## src/rtl/dbi_pkg.sv

```systemverilog
// Shared definitions for the DBI prefetch queue: controller state encoding
// and the default byte stride between sequential fetches.
package dbi_pkg;
    typedef enum logic [1:0] {
        ST_IDLE  = 2'd0,
        ST_REQ   = 2'd1,
        ST_DRAIN = 2'd2,
        ST_HALT  = 2'd3
    } pq_state_e;

    localparam int STEP_DEFAULT = 2;
endpackage

```

## src/rtl/pq_fifo.sv

```systemverilog
// Circular FIFO backing the prefetch queue: W bits x DEPTH, synchronous clear,
// occupancy count. Storage is deliberately not reset.
module pq_fifo #(
    parameter int W     = 33,
    parameter int DEPTH = 4
) (
    input  logic                       clkdbi,
    input  logic                       reset_n,
    input  logic                       clr,
    input  logic                       push,
    input  logic                       pop,
    input  logic [W-1:0]               wdata,
    output logic [W-1:0]               rdata,
    output logic [$clog2(DEPTH+1)-1:0] level
);
    localparam int PW = $clog2(DEPTH);
    localparam int LW = $clog2(DEPTH + 1);

    logic [W-1:0]  mem_q [DEPTH];
    logic [W-1:0]  mem_d [DEPTH];
    logic [PW-1:0] wr_q, wr_d, rd_q, rd_d;
    logic [LW-1:0] cnt_q, cnt_d;

    always_comb begin
        mem_d = mem_q;
        wr_d  = wr_q;
        rd_d  = rd_q;
        cnt_d = cnt_q;
        if (clr) begin
            wr_d  = '0;
            rd_d  = '0;
            cnt_d = '0;
        end else begin
            if (push) begin
                mem_d[wr_q] = wdata;
                wr_d        = wr_q + PW'(1);
            end
            if (pop) rd_d = rd_q + PW'(1);
            cnt_d = cnt_q + LW'(push) - LW'(pop);
        end
    end

    always_ff @(posedge clkdbi) begin
        mem_q <= mem_d;
    end

    always_ff @(posedge clkdbi or negedge reset_n) begin
        if (!reset_n) begin
            wr_q  <= '0;
            rd_q  <= '0;
            cnt_q <= '0;
        end else begin
            wr_q  <= wr_d;
            rd_q  <= rd_d;
            cnt_q <= cnt_d;
        end
    end

    assign rdata = mem_q[rd_q];
    assign level = cnt_q;
endmodule

```

## src/rtl/dbi_prefetch_queue.sv

```systemverilog
// Sequential instruction prefetcher: one bus read in flight, results queued
// as {data, addr, err}; flush restarts the stream and discards stale replies.
module dbi_prefetch_queue
    import dbi_pkg::*;
#(
    parameter int WIDTH = 16,
    parameter int DEPTH = 4,
    parameter int STEP  = STEP_DEFAULT
) (
    input  logic                       clkdbi,
    input  logic                       reset_n,
    input  logic                       cedbi,
    input  logic                       flush,
    input  logic [15:0]                flush_addr,
    output logic                       bus_req,
    output logic [15:0]                bus_addr,
    input  logic                       bus_ack,
    input  logic [WIDTH-1:0]           bus_data,
    input  logic                       bus_err,
    output logic                       q_valid,
    output logic [WIDTH-1:0]           q_data,
    output logic [15:0]                q_addr,
    output logic                       q_err,
    input  logic                       q_pop,
    output logic [$clog2(DEPTH+1)-1:0] level
);
    localparam int LW = $clog2(DEPTH + 1);
    localparam int EW = WIDTH + 17;
    localparam logic [LW-1:0] FULL = LW'(DEPTH);

    pq_state_e     state_q, state_d;
    logic [15:0]   fetch_q, fetch_d;
    logic [15:0]   addr_q, addr_d;
    logic          bus_req_q, bus_req_d;
    logic          fifo_push, fifo_pop, fifo_clr;
    logic [EW-1:0] wdata, rdata;
    logic [LW-1:0] lvl;

    always_comb begin
        state_d   = state_q;
        fetch_d   = fetch_q;
        addr_d    = addr_q;
        fifo_push = 1'b0;
        fifo_pop  = q_pop && (lvl != '0);
        fifo_clr  = 1'b0;

        unique case (state_q)
            // Only enter REQ with a free slot, so the reply always fits.
            ST_IDLE: if (!flush && (lvl < FULL)) begin
                state_d = ST_REQ;
                addr_d  = fetch_q;
            end
            ST_REQ: if (bus_ack) begin
                fifo_push = 1'b1;
                if (bus_err) begin
                    state_d = ST_HALT;
                end else begin
                    fetch_d = fetch_q + 16'(STEP);
                    state_d = ST_IDLE;
                end
            end
            ST_DRAIN: if (bus_ack) state_d = ST_IDLE;
            ST_HALT:  ;
        endcase

        if (flush) begin
            fifo_clr  = 1'b1;
            fifo_push = 1'b0;
            fifo_pop  = 1'b0;
            fetch_d   = flush_addr;
            // DRAIN keeps its own exit rule; elsewhere an unanswered read must be drained.
            if (state_q != ST_DRAIN)
                state_d = (state_q == ST_REQ && !bus_ack) ? ST_DRAIN : ST_IDLE;
        end

        if (!cedbi) begin
            state_d   = state_q;
            fetch_d   = fetch_q;
            addr_d    = addr_q;
            fifo_push = 1'b0;
            fifo_pop  = 1'b0;
            fifo_clr  = 1'b0;
        end

        bus_req_d = (state_d == ST_REQ) || (state_d == ST_DRAIN);
    end

    always_ff @(posedge clkdbi or negedge reset_n) begin
        if (!reset_n) begin
            state_q   <= ST_IDLE;
            fetch_q   <= '0;
            addr_q    <= '0;
            bus_req_q <= 1'b0;
        end else begin
            state_q   <= state_d;
            fetch_q   <= fetch_d;
            addr_q    <= addr_d;
            bus_req_q <= bus_req_d;
        end
    end

    assign wdata = bus_err ? {{WIDTH{1'b0}}, addr_q, 1'b1} : {bus_data, addr_q, 1'b0};

    pq_fifo #(.W(EW), .DEPTH(DEPTH)) u_fifo (
        .clkdbi  (clkdbi),
        .reset_n (reset_n),
        .clr     (fifo_clr),
        .push    (fifo_push),
        .pop     (fifo_pop),
        .wdata   (wdata),
        .rdata   (rdata),
        .level   (lvl)
    );

    assign bus_req  = bus_req_q;
    assign bus_addr = addr_q;
    assign level    = lvl;
    assign q_valid  = (lvl != '0);
    assign q_err    = q_valid & rdata[0];
    assign q_addr   = rdata[16:1];
    assign q_data   = rdata[EW-1:17];
endmodule
```

## config.mk

```make
export PLATFORM = sky130hd
export DESIGN_NAME = dbi_prefetch_queue
export DESIGN_NICKNAME = d
export VERILOG_FILES = /design/src/rtl/dbi_pkg.sv /design/src/rtl/pq_fifo.sv /design/src/rtl/dbi_prefetch_queue.sv
export SDC_FILE = /design/constraint.sdc
export NUM_CORES = 1
export LEC_CHECK = 0
export CORE_AREA = 2 2 152 169
export CTS_CLUSTER_SIZE = 25
export DETAILED_ROUTE_END_ITERATION = 12
export DIE_AREA = 0 0 154 171
export MAX_ROUTING_LAYER = met4
export PLACE_DENSITY = 0.59
export SYNTH_ARGS = -nofsm -noshare
export SYNTH_HDL_FRONTEND = slang
export SYNTH_HIERARCHICAL = 1
export SYNTH_SLANG_ARGS = --single-unit
```

## constraint.sdc

```tcl
create_clock -name clkdbi -period 3.6 [get_ports clkdbi]
set_input_delay 0.36 -clock clkdbi [delete_from_list [all_inputs] [get_ports clkdbi]]
set_output_delay 0.36 -clock clkdbi [all_outputs]
set_load 0.02 [all_outputs]
```

==> flow_metrics.env <==
export IMPL_outcome="complete, no violations"
export IMPL_layout_min_cycle_time_ns=3.006
export IMPL_synth_area_leaders="edfxtp_1, dfrtp_1, mux4_2"
export IMPL_synth_most_common_cell="edfxtp_1"
export IMPL_dp_cells=809
export IMPL_area_growth_pct=25.30
export IMPL_finalCritPeriodShare_pct=83.49
export IMPL_portBuffers=92
export IMPL_whs_ns=0.08027
export IMPL_antenna_found_initial=0
export IMPL_drcViolationCount=0
export IMPL_drv_slew=0
export IMPL_finalCoreUtilization_pct=36.82
export IMPL_power_density_nw_per_um2=679.2
export IMPL_fin_cells=840
export IMPL_hold_class="input port to async pin"
export IMPL_grt_pass1_vias=4176
export IMPL_post_drt_wl_per_cell_um=17.95
export IMPL_ctsHoldBuffers=0
export IMPL_finalSetupTns_ns=0
export IMPL_fp_coreArea_um2=24810
export IMPL_synth_seq_cells=174
export IMPL_total_power_mw=6.203
export IMPL_synth_edf_count=132
export IMPL_end_kind="output pin"
export IMPL_wirelength_mm=15.08
export IMPL_ys_flop_type="edfxtp_1"
export IMPL_postSynthAreaPerCell_um2=17.39
export IMPL_yosys_warnings=6
export IMPL_p_leak_nw=3.202
export IMPL_setup_viol=0
export IMPL_overflow=0
export IMPL_antennaDiodeCount=0
export IMPL_clock_skew_ns=0.008788
export IMPL_drtAntennaViolNets=0
export IMPL_clk_pin_slew_worst_paths_ns=0.07
export IMPL_post_cts_buffers=0
export IMPL_place_gp_congestion=0.9033
export IMPL_die_y_um=171
export IMPL_rows=61
export IMPL_cts_resized=0
export IMPL_chipWidth_um=154
export IMPL_vias=3921
export IMPL_viasPerCell=4.668
export IMPL_ys_seq_area_share_pct=68.81
export IMPL_grt_usage_pct=12.38
export IMPL_synth_top_cell_area_share_pct=54.39
export IMPL_seqCellArea_um2=5017
export IMPL_htreeDepth=4
export IMPL_grt_max_degree=43
export IMPL_crit_path_max_fanout=16
export IMPL_nFillCells=2277
export IMPL_cts_tree="built"
export IMPL_synth_area_um2=7288
export IMPL_maxCapViolations=0
export IMPL_p_comb_share_pct=25.1
export IMPL_rsz0062_at_grt="no"
export IMPL_p_int_mw=4.446
export IMPL_seqPwrFrac_pct=44.4
export IMPL_first_pass_iters=4
export IMPL_clock_fmax_ghz=0.3327
export IMPL_dieArea_um2=26330
export IMPL_synth_commonest_cells="edfxtp_1, dfrtp_1, mux4_2, nand2_1, nor2b_1"
export IMPL_multiInputGateArea_um2=1984
export IMPL_drive_gt1_share_pct=17.90
export IMPL_first_iter_violations=187
export IMPL_async_flop_share_pct=24.14
export IMPL_io_pins=93
export IMPL_dp_hpwl_mm=10.33
export IMPL_p_clk_share_pct=30.5
export IMPL_worstPathArrival_ns=2.65
export IMPL_cp_start_kind="register"
export IMPL_syn_inst=419
export IMPL_swShare_pct=28.33
export IMPL_yosysTopAreaCell="edfxtp_1"
export IMPL_syn_nets=466
export IMPL_maxSlewHeadroom_pct=36.92
export IMPL_clk_insertion_delay_late_ns=0.42
export IMPL_initial_core_util_pct=29.38
export IMPL_cts_buffer_depth=2
export IMPL_hold_viol=0
export IMPL_switchingPower_mw=1.757
export IMPL_ys_types=52
export IMPL_cts_inserted_buffers=17
export IMPL_tightestPinTransition_ns=0.9462
export IMPL_grt_pass1_wl_mm=23.83
export IMPL_irDropWorstVdd_mv=0.4238
export IMPL_critPathKind="register to output pin"
export IMPL_clock_sinks=174
export IMPL_cts_root_buf="clkbuf_16"
export IMPL_worst_ep_required_time_ns=3.24
export IMPL_nets=560
metal layers:
layer | share of wire [%] | GRT usage (%)
met5 | 0 | -
met4 | 1.5 | 4.348
met3 | 4.7 | 3.090
met1 | 43 | 15.32
met2 | 50 | 19.93
metrics by stage:
step | setup WS [ns] | instance area, um2
final | 0.5944 | 9133
after CTS | 0.4826 | 9133
after floorplan | 1.140 | 7288
after detailed placement | 0.7890 | 8516
after global placement | 0.8507 | 8516
after global routing | 0.4320 | 9133
power by group through the flow:
stage	Combinational [mW]	Sequential, mW	Clock, mW
after floorplan	1.12	2.66	0
after global placement	1.56	2.78	0
after detailed placement	1.58	2.80	0
after CTS	1.59	2.76	1.94
after global routing	1.66	2.80	2.02
final	1.56	2.75	1.89
state kept, by name, summed over array words and instances, names as in the netlist:
| name | flops |
|---|---|
| u_fifo/mem_q | 132 |
| u_fifo/level | 3 |
| fetch_q | 16 |
| state_q | 2 |
| u_fifo/wr_q | 2 |
| u_fifo/rd_q | 2 |
| bus_addr | 16 |
| bus_req | 1 |
critical path, cell delays in order, from the launching register on:
cell,delay [ns]
dfrtp_2,0.70
buf_4,0.38
mux4_2,0.58
clkdlybuf4s50_1,0.56
cells in the final DEF (no fill, tap or decap), types with 3 or more instances in the layout:
cell             count
nor2_1              15
ha_1                 7
nand2_1             21
mux2_2               8
nand3_1              5
a2bb2oi_1            3
o21ai_0             12
mux4_2              27
nor4_1               5
and2_2               4
mux4_1               6
mux2i_1             11
bufinv_16            4
clkdlybuf4s50_1     91
clkbuf_16           17
dfrtp_1             40
edfxtp_1           132
buf_12               4
nor3_1               4
mux2_4               6
clkinvlp_4           5
a22oi_1              4
xnor2_1              3
inv_1               10
nor2b_1             19
buf_4               11
o211ai_1             4
a21oi_1              6
area by class of cell:
| class | instances | share of cell area (%) |
|---|---|---|
| flip-flops and latches | 174 | 54.94 |
| well taps | 315 | 4.316 |
| clock inverters | 13 | 2.055 |
| clock buffers | 18 | 4.699 |
| repair buffers | 107 | 11.81 |
| inverters | 11 | 0.4521 |
| multi-input cells | 202 | 21.73 |
cell families after synthesis:
kind of cell	after synthesis	synth area share, %
AO/OA/AOI/OAI	46	4.292
AND/OR/NAND/NOR	86	6.232
adder cells (fa/ha/maj)	8	1.476
XOR/XNOR	4	0.6696
multiplexers	58	14.49
buffers and inverters	43	4.034
flip-flops	174	68.81
path summary, 6_finish.rpt:
path                                       from         endpoint  slack [ns]  depth (start not counted)
worst max-delay path             u_fifo/rd_q[0]        q_addr[6]        0.59                          3
worst min-delay path                    reset_n       fetch_q[9]        0.08                          1
worst max register to register  u_fifo/level[2]  u_fifo/level[2]        1.07                          9
worst min register to register       fetch_q[0]       fetch_q[0]        0.48                          2
max in group asynchronous               reset_n   u_fifo/rd_q[0]        2.86                          1
min in group clkdbi                  fetch_q[0]       fetch_q[0]        0.48                          2
(Power assumes the default switching activity.)
